===== config.mk =====
export PLATFORM = sky130hd
export DESIGN_NAME = regfile_wr_ctrl
export DESIGN_NICKNAME = d
export VERILOG_FILES = /design/src/rtl/regfile_wr_ctrl.sv
export SDC_FILE = /design/constraint.sdc
export NUM_CORES = 1
export LEC_CHECK = 0
export CORE_MARGIN = 2
export CORE_UTILIZATION = 52
export DETAILED_ROUTE_END_ITERATION = 8
export PLACE_DENSITY = 0.81
export REMOVE_ABC_BUFFERS = 1
export SLEW_MARGIN = 0
export SYNTH_ARGS = -nofsm -noshare
export SYNTH_HDL_FRONTEND = slang
export SYNTH_SLANG_ARGS = --single-unit

===== constraint.sdc =====
create_clock -name clk_i -period 4.91 [get_ports clk_i]
set_clock_uncertainty 0.2 [all_clocks]
set_input_delay 1.473 -clock clk_i [delete_from_list [all_inputs] [get_ports clk_i]]
set_output_delay 1.473 -clock clk_i [all_outputs]
set_load 0.02 [all_outputs]

===== src/rtl/regfile_wr_ctrl.sv =====
// regfile_wr_ctrl: write-port controller for the 32x32 register file.
// Arbitrates the single write port between writeback (WB) and an auxiliary
// requester, which is buffered in a small FIFO. A pending-write scoreboard
// raises a decode read-hazard stall.
//
// Optional feature macro: REGFILE_STARVE_GUARD_EN
// (forces the aux head through after StarveLimit lost cycles).
//
// Ports:
//   clk_i, rst_ni            clock, async active-low reset
//   wb_valid_i/addr_i/data_i writeback write request
//   wb_ready_o               writeback write accepted this cycle
//   aux_valid_i/addr_i/data_i auxiliary write request
//   aux_ready_o              aux FIFO not full
//   rs1_addr_i, rs2_addr_i   decode-stage source registers
//   rd_stall_o               a source register has a write pending/in flight
//   rf_wr_en_o/addr_o/data_o registered register-file write port
module regfile_wr_ctrl #(
  parameter int unsigned AuxDepth    = 2,
  parameter int unsigned StarveLimit = 4
) (
  input  logic        clk_i,
  input  logic        rst_ni,
  input  logic        wb_valid_i,
  input  logic [4:0]  wb_addr_i,
  input  logic [31:0] wb_data_i,
  output logic        wb_ready_o,
  input  logic        aux_valid_i,
  input  logic [4:0]  aux_addr_i,
  input  logic [31:0] aux_data_i,
  output logic        aux_ready_o,
  input  logic [4:0]  rs1_addr_i,
  input  logic [4:0]  rs2_addr_i,
  output logic        rd_stall_o,
  output logic        rf_wr_en_o,
  output logic [4:0]  rf_wr_addr_o,
  output logic [31:0] rf_wr_data_o
);

  localparam int unsigned PtrW = (AuxDepth > 1) ? $clog2(AuxDepth) : 1;
  localparam int unsigned CntW = $clog2(AuxDepth + 1);

  logic [4:0]      fifo_addr_q [AuxDepth];
  logic [31:0]     fifo_data_q [AuxDepth];
  logic [PtrW-1:0] wr_ptr_q, wr_ptr_d, rd_ptr_q, rd_ptr_d;
  logic [CntW-1:0] count_q, count_d;
  logic [PtrW-1:0] slot_off;
  logic [AuxDepth-1:0] entry_vld;
  logic [31:0]     pending;
  logic            fifo_empty, push, pop, grant_wb, wb_hit, starve_fire;
  logic            rs1_hit, rs2_hit;

  logic            rf_wr_en_q, rf_wr_en_d;
  logic [4:0]      rf_wr_addr_q, rf_wr_addr_d;
  logic [31:0]     rf_wr_data_q, rf_wr_data_d;

  assign fifo_empty  = (count_q == '0);
  assign aux_ready_o = (count_q != CntW'(AuxDepth));
  // x0 writes are acknowledged but never enter the FIFO.
  assign push        = aux_valid_i && aux_ready_o && (aux_addr_i != '0);

  // Scoreboard: valid slots are those within count_q of the read pointer.
  always_comb begin
    entry_vld = '0;
    pending   = '0;
    wb_hit    = 1'b0;
    slot_off  = '0;
    for (int unsigned i = 0; i < AuxDepth; i++) begin
      slot_off     = PtrW'(i) - rd_ptr_q;
      entry_vld[i] = (CntW'(slot_off) < count_q);
      if (entry_vld[i]) begin
        pending[fifo_addr_q[i]] = 1'b1;
        if (wb_valid_i && (wb_addr_i == fifo_addr_q[i])) wb_hit = 1'b1;
      end
    end
    pending[0] = 1'b0;
  end

`ifdef REGFILE_STARVE_GUARD_EN
  localparam int unsigned StW = $clog2(StarveLimit + 1);
  logic [StW-1:0] starve_q, starve_d;

  assign starve_fire = (starve_q == StW'(StarveLimit));

  always_comb begin
    starve_d = starve_q;
    if (fifo_empty || pop) begin
      starve_d = '0;
    end else if (grant_wb && !starve_fire) begin
      starve_d = starve_q + StW'(1);
    end
  end

  always_ff @(posedge clk_i or negedge rst_ni) begin
    if (!rst_ni) starve_q <= '0;
    else         starve_q <= starve_d;
  end
`else
  // StarveLimit only matters with the guard enabled.
  logic unused_starve_limit;
  assign unused_starve_limit = ^StarveLimit;
  assign starve_fire         = 1'b0;
`endif

  // Grant: an older aux write to the same register must land first.
  always_comb begin
    wb_ready_o = 1'b1;
    grant_wb   = 1'b0;
    pop        = 1'b0;
    if (fifo_empty) begin
      grant_wb = wb_valid_i;
    end else if (wb_hit || starve_fire) begin
      pop        = 1'b1;
      wb_ready_o = 1'b0;
    end else if (wb_valid_i) begin
      grant_wb = 1'b1;
    end else begin
      pop = 1'b1;
    end
  end

  always_comb begin
    wr_ptr_d = push ? wr_ptr_q + PtrW'(1) : wr_ptr_q;
    rd_ptr_d = pop  ? rd_ptr_q + PtrW'(1) : rd_ptr_q;
    count_d  = count_q + CntW'(push) - CntW'(pop);
  end

  always_comb begin
    rf_wr_en_d   = 1'b0;
    rf_wr_addr_d = rf_wr_addr_q;
    rf_wr_data_d = rf_wr_data_q;
    if (grant_wb && (wb_addr_i != '0)) begin
      rf_wr_en_d   = 1'b1;
      rf_wr_addr_d = wb_addr_i;
      rf_wr_data_d = wb_data_i;
    end else if (pop) begin
      rf_wr_en_d   = 1'b1;
      rf_wr_addr_d = fifo_addr_q[rd_ptr_q];
      rf_wr_data_d = fifo_data_q[rd_ptr_q];
    end
  end

  always_ff @(posedge clk_i or negedge rst_ni) begin
    if (!rst_ni) begin
      wr_ptr_q     <= '0;
      rd_ptr_q     <= '0;
      count_q      <= '0;
      rf_wr_en_q   <= 1'b0;
      rf_wr_addr_q <= '0;
      rf_wr_data_q <= '0;
      for (int i = 0; i < int'(AuxDepth); i++) begin
        fifo_addr_q[i] <= '0;
        fifo_data_q[i] <= '0;
      end
    end else begin
      wr_ptr_q     <= wr_ptr_d;
      rd_ptr_q     <= rd_ptr_d;
      count_q      <= count_d;
      rf_wr_en_q   <= rf_wr_en_d;
      rf_wr_addr_q <= rf_wr_addr_d;
      rf_wr_data_q <= rf_wr_data_d;
      if (push) begin
        fifo_addr_q[wr_ptr_q] <= aux_addr_i;
        fifo_data_q[wr_ptr_q] <= aux_data_i;
      end
    end
  end

  // Stall on a queued write or the write currently on the rf port.
  assign rs1_hit = (rs1_addr_i != '0) &&
                   (pending[rs1_addr_i] || (rf_wr_en_q && (rf_wr_addr_q == rs1_addr_i)));
  assign rs2_hit = (rs2_addr_i != '0) &&
                   (pending[rs2_addr_i] || (rf_wr_en_q && (rf_wr_addr_q == rs2_addr_i)));
  assign rd_stall_o = rs1_hit || rs2_hit;

  assign rf_wr_en_o   = rf_wr_en_q;
  assign rf_wr_addr_o = rf_wr_addr_q;
  assign rf_wr_data_o = rf_wr_data_q;

endmodule

==> run metrics, run 1 <==
RePlAce Congestion about 0.93; Worst Hold Class flop to flop; DRC 0; crit path time final ~4.9 ns; flop2flop setup slack 1.95 ns; Placeable Area approximately 12,000 sq um; initial antenna violation count 0; NetSw roughly 0.0022 W; Layout area overhead 36.8%; clk sink count 116; GR Overflow Total 0; Initial Util 52.9%; Pwr Density 660 nW/um^2; Slew @ Worst Pin 0.967 ns; All-Layer GR Usage between 20% and 30%; Int Power 0.00355 W; total die area around 13,000 sq um; # hold bufs at CTS 0; largest net degree at the start of global routing 77; leakage power between 3 and 4 nW; maximum vdd drop between 0.4 and 0.5 mV; Boundary Pins 129; Antenna Cells 0; Yosys cell types 58; status finished, final reports clean; Die Span Y 114 um; FF+latch count, synth roughly 120; Max Slew Vio Count 0; Net Sw Frac a little under two fifths; Final Hold Viols 0; Num CTS Buffers 17; Clock power frac 22.4%; Crit Path Max Fanout 2; Max Clock Freq 205 MHz; Max-Slew Margin vs Limit a little over a third; worst path bufs/invs 2; Synth async-reset ratio 100%; unrepaired setup endpoints after global routing true; CP Capture Type output pin; global-route wire length before repair between 20,000 and 30,000 um; vias in the first global route between 5,000 and 6,000; Arr. time, crit path approximately 3.2 ns; CP delay by family, top multiplexers; Setup CP Type primary input to output pin; total power approximately 0.0057 W; Seq pwr share 33.5%; chip width about 110 um; Cell Rows 40; max incr delay on CP between 0.5 and 0.6 ns; top_reg_cell synth dfrtp_1; Placed Cells 808; CTS Buffer Depth 2; leading cell type in the layout, fill and taps excluded dfrtp_1; Clk Latency, worst-skew pair 0.41 ns; Clk pin slew, worst setup/hold paths about 0.05 ns; commonest non-fill, non-tap cells in the layout 114 x dfrtp_1, 113 x clkdlybuf4s50_1, 55 x mux2_2, 45 x nor2_1, 45 x mux2i_1; nets around 780; Comb pwr share roughly 44%; Synth Cell Area 6320 sq um; port buffer count about 130; crit share post-route between 90% and 100%; via count between 5,000 and 6,000; # H-tree levels 4; CTS tree yes; Post-synth EDFFs 0; number of vias per cell 6.15; Post-DP HPWL about 12,000 um; Required @ worst endpoint roughly 3.2 ns; ratio of cells with drive above 1 in the final layout 25.7%; Synth Instances 538; post-synthesis sequential area ratio around 46%; antenna-violating nets left 0; 1st-iter DRT viols 420; Post-Route WL 18,000 um; Slowest cell on crit path or4_1; hold_ws a little under 0.3 ns; Mean Syn Cell Area between 10 and 15 sq um; Synth warnings 0; CP cell instances buf_2 -> mux4_2 -> mux2_4 -> nand3_2 -> o41ai_2 -> or4_1 -> buf_6; Final Setup Violations 0; maxcap violations 0; root buffer cell clkbuf_16; Final Non-Filler Cells about 850; First-pass DRT Iterations 5; Startpoint Class primary input; routed length per instance 21.3 um
-- sequential cells by signal (all words and copies together), names as in the netlist --
name and flops:
fifo_addr_q 10, rf_wr_data_o 32, count_q 2, wr_ptr_q 1
rf_wr_en_o 1, rd_ptr_q 1, rf_wr_addr_o 5, fifo_data_q 64
-- worst reg2reg max path, stage by stage, from the launching register on --
cell       delay (ns)
dfrtp_1          0.46
nor2b_4          0.32
o2111ai_1        0.13
or3_1            0.34
and3_1           0.28
o21a_1           0.35
nor2_4           0.26
buf_4            0.31
a221o_1          0.24
-- kinds of logic after synthesis --
| logic type | count (synthesis) | share of synthesized area, % |
|---|---|---|
| muxes | 129 | 23.1 |
| buffers and inverters | 55 | 4.47 |
| adders and majority gates | 2 | 0.396 |
| AOI/OAI and AO/OA | 104 | 13.8 |
| DFF | 116 | 45.9 |
| xor gates and xnor gates | 23 | 3.19 |
| and+or+nand+nor | 109 | 9.14 |
-- stage by stage --
stage	cell area (sq um)	TNS (ns)	worst slack, ns	utilization, %
floorplan	6080	-0.319	-0.319	-
global placement	7910	-0.930	-0.750	66.1
detailed placement	7910	-0.943	-0.761	66.1
CTS	8610	-0.114	-0.114	71.9
global route	8650	-0.0304	-0.0304	72.3
finish	8650	0	0.0247	72.3
-- layer usage --
| metal | GRT usage (%) | up-vias | share of wire [%] |
|---|---|---|---|
| li1 | - | 2340 | - |
| met1 | 36.3 | 2625 | 42 |
| met2 | 48.3 | 212 | 49 |
| met3 | 6.93 | 36 | 6.1 |
| met4 | 12.8 | 0 | 3.1 |
| met5 | 0 | - | 0 |
-- power by group through the flow --
stage / Clock, W / Combinational [W] / Sequential [W]
2_1_floorplan: 0 / 0.00133 / 0.00201
3_3_place_gp: 0 / 0.00240 / 0.00186
3_5_place_dp: 0 / 0.00245 / 0.00189
4_1_cts: 0.00129 / 0.00251 / 0.00190
5_1_grt: 0.00133 / 0.00270 / 0.00197
6_report: 0.00128 / 0.00252 / 0.00191
-- cell type report --
cell class | instances | area (sq um)
fillers | 799 | 3310
multi-input cells | 367 | 3190
flip-flops and latches | 116 | 2910
repair buffers | 177 | 1720
clock buffers | 18 | 439
well taps | 147 | 184
clock inverters | 14 | 175
inverters | 8 | 35.0
-- worst paths after layout --
kind,startpoint,endpoint,cells past startpoint
setup / recovery,rs1_addr_i[1],rd_stall_o,7
hold / removal,fifo_data_q[8],fifo_data_q[8],1
setup reg to reg,count_q[0],rf_wr_data_o[14],8
hold reg to reg,fifo_data_q[8],fifo_data_q[8],1
max in group asynchronous,rst_ni,rd_ptr_q,2
min in group asynchronous,rst_ni,fifo_data_q[44],1
-- cells in the mapped netlist, types with 2 or more instances --
master     instances  area [sq um]
o211ai_1           5          37.5
nor4_1             4          25.0
dfrtp_1          116          2900
o41ai_1            2          17.5
nand4_1            2          12.5
o2111ai_1          2          17.5
mux2_1            21           236
o22a_1             4          35.0
mux4_2             6           135
buf_2             18          90.1
xor2_1            13           114
nand3_1            7          35.0
ha_1               2          25.0
o221ai_1           4          35.0
o22ai_1           26           163
a21oi_1            5          25.0
o21ai_0            5          25.0
a221o_1           37           370
nand3b_2           2          22.5
buf_6              6          67.6
xnor2_1           10          87.6
nand2_1           12          45.0
and3_1             2          12.5
or3_1              4          25.0
o21ai_2            2          17.5
nor2b_1            4          25.0
or2_2              2          12.5
clkbuf_1          21          78.8
mux2i_1           46           460
inv_1              6          22.5
a31oi_1            2          12.5
or3b_1             2          17.5
mux2_2            56           631
or4_1              4          30.0
nor3_1             5          25.0
nand3b_1           7          52.6
nor2_1            45           169
-- repair_timing --
action / 4_1_cts / 5_1_grt
setup buffers: 4 / 2
gates cloned: 1 / 0
pin swaps: 5 / 13
resized for setup: 28 / 30
setup endpoints to repair: 2 / 2
Power figures use the tool's default switching activity.
==> run 2, diff against run 1 <==
CAP_MARGIN = 20   (was default)
CORE_ASPECT_RATIO = 0.5   (was default)
==> run 2 against run 1 <==
Routed wire length is 0.99% lower. Flip-flop and latch count stayed put. Critical path depth is 2 higher. Final area is 0.68% higher. Die area is 0.41% higher. Highest routed layer unchanged. Worst setup slack worse by 0.017 ns. Utilization is 1.2 points higher. Clock-buffer cell count is 5 higher.
==> run metrics, run 2 (synthesized netlist as in run 1, its figures left out) <==
Max-Slew Margin vs Limit 45.1% (was 35.6%); GR Overflow Total 0 (unchanged); met2 usage in global routing 52.2% (was 48.3%); Clk Latency, worst-skew pair 0.40 ns (was 0.41 ns); Max Clock Freq 204 MHz (was 205 MHz); DRC 0 (unchanged); crit path time final 4.90 ns (was 4.89 ns); Max Slew Vio Count 0 (unchanged); Crit Path Max Fanout 3 (was 2); largest net degree at the start of global routing 66 (was 77); met1 Usage GRT 32.0% (was 36.3%); Final Setup Violations 0 (unchanged); 1st-iter DRT viols 366 (was 420); global-route wire length before repair 28,000 um (was 29,500 um); total die area 13,100 sq um (about the same); min-delay src fifo_data_q[30] (was fifo_data_q[8]); hold path cells 1 (unchanged); Setup Total Neg Slack 0 ns (unchanged); Boundary Pins 129 (unchanged); crit share post-route 99.8% (was 99.5%); # hold bufs at CTS 0 (unchanged); leakage power 3.66 nW (was 3.64 nW); root buffer cell clkbuf_16 (unchanged); Clk pin slew, worst setup/hold paths 0.05 ns (about the same); Pwr Density 656 nW/um^2 (was 660 nW/um^2); final core occ 73.5% (was 72.3%); vias in the first global route 5,318 (was 5,677); hold_ws 0.290 ns (was 0.293 ns); Post-Route WL 17,900 um (was 18,000 um); status finished, final reports clean (unchanged); ratio of cells with drive above 1 in the final layout 26.1% (was 25.7%); CTS Buffer Depth 2 (unchanged); reg2reg start fifo_addr_q[9] (was count_q[0]); Final Hold Viols 0 (unchanged); All-Layer GR Usage 27.9% (was 29.1%); maxcap violations 0 (unchanged); chip width 160 um (was 114 um); Worst Hold Class flop to flop (unchanged); Post-DP HPWL 11,900 um (was 12,100 um); Startpoint Class primary input (unchanged); maximum vdd drop 0.351 mV (was 0.451 mV); RePlAce Congestion 0.899 (was 0.934); Setup CP Type primary input to output pin (unchanged); nets 777 (unchanged); worst hold path endpoint fifo_data_q[30] (was fifo_data_q[8]); routed length per instance 20.6 um (was 21.3 um); Largest Register fifo_data_q (unchanged); flop2flop setup slack 1.95 ns (about the same); number of vias per cell 5.96 (was 6.15); Initial Util 53.4% (was 52.9%); # H-tree levels 4 (unchanged); Slew @ Worst Pin 0.824 ns (was 0.967 ns); CTS tree yes (unchanged); max FFs per register 64 (unchanged); Die Span Y 82.0 um (was 114 um); clk sink count 116 (unchanged); commonest non-fill, non-tap cells in the layout 115 x dfrtp_1, 115 x clkdlybuf4s50_1, 55 x mux2_2, 46 x mux2i_1, 45 x nor2_1 (was 114 x dfrtp_1, 113 x clkdlybuf4s50_1, 55 x mux2_2, 45 x nor2_1, 45 x mux2i_1); initial antenna violation count 0 (unchanged); Top Usage Layer GRT met2 (unchanged); Reg2Reg Depth 11 (was 8); Required @ worst endpoint 3.24 ns (about the same); port buffer count 128 (unchanged); CP Capture Type output pin (unchanged); Placeable Area 11,800 sq um (was 12,000 sq um); Layout area overhead 37.7% (was 36.8%); Arr. time, crit path 3.23 ns (was 3.21 ns); Num CTS Buffers 17 (unchanged); antenna-violating nets left 0 (unchanged); met3 global-route usage 4.49% (was 6.93%); via count 5,159 (was 5,213); First-pass DRT Iterations 5 (unchanged); Reg-to-Reg End count_q[1] (was rf_wr_data_o[14]); Cell Rows 28 (was 40)
==> run 2: changes by cell type in the layout (fill, tap and decap cells not counted), sizes merged <==
| cell | before | now |
|---|---|---|
| diode | 0 | 1 |
| dlymetal6s2s | 3 | 1 |
| inv | 11 | 7 |
| clkdlybuf4s50 | 113 | 115 |
| clkinv | 2 | 6 |
| clkinvlp | 6 | 1 |
| buf | 54 | 56 |
| bufbuf | 1 | 0 |
| clkbuf | 22 | 26 |
==> run 2: worst max-delay path, stage by stage <==
cell and delay [ns]:
buf_6 0.10, xor2_1 0.13, nor4_1 0.36, and3_4 0.28
nor3_4 0.05, o311a_1 0.14, o41ai_2 0.38, or4_1 0.19
buf_6 0.11
==> run 2: where the power goes <==
| part | leakage, nW | switching (W) | internal [W] |
|---|---|---|---|
| Combinational | 1.97 | 0.00123 | 0.00129 |
| Sequential | 1.37 | 0.000448 | 0.00145 |
| Clock | 0.315 | 0.000416 | 0.000874 |
| Total | 3.66 | 0.00210 | 0.00362 |
==> run 2: what timing repair did <==
action                     in CTS  in global routing
pin swaps                       3                 12
cloned                          1                  0
resized for setup              26                 44
setup endpoints to repair       2                  2
buffers inserted                1                  1
==> run 2: worst max-delay path by stage <==
stage	startpoint	end	slack [ns]	cells past startpoint
after floorplan	rd_ptr_q	rd_stall_o	-0.32	8
after global placement	rs2_addr_i[2]	rd_stall_o	-0.83	7
after detailed placement	rs2_addr_i[2]	rd_stall_o	-0.83	9
after CTS	rs1_addr_i[2]	rd_stall_o	-0.1	9
after global routing	rs2_addr_i[0]	rd_stall_o	-0.11	9
final	rs2_addr_i[0]	rd_stall_o	0.007	9
==> run 2: per-layer routing <==
layer / vias up / part of all wire, %
met2: 152 / 53
met4: 0 / 2.1
li1: 2345 / -
met5: - / 0
met1: 2629 / 41
met3: 33 / 4.0
==> run 2: metrics by stage <==
step	total power (W)	cells	instance area (sq um)	setup WS, ns
floorplan	0.00335	491	6080	-0.319
global placement	0.00427	830	7950	-0.833
detailed placement	0.00435	830	7950	-0.833
CTS	0.00570	864	8620	-0.0994
global route	0.00602	865	8710	-0.107
finish	0.00571	866	8710	0.00739
==> run 2: layout make-up <==
cell class                      instances  area (sq um)
Multi-Input combinational cell        367          3230
Tap cell                              165           206
Inverter                                8          35.0
Clock inverter                          9           123
Timing Repair Buffer                  177          1700
Clock buffer                           23           508
Fill cell                             792          3130
Antenna cell                            1          2.50
Sequential cell                       116          2900
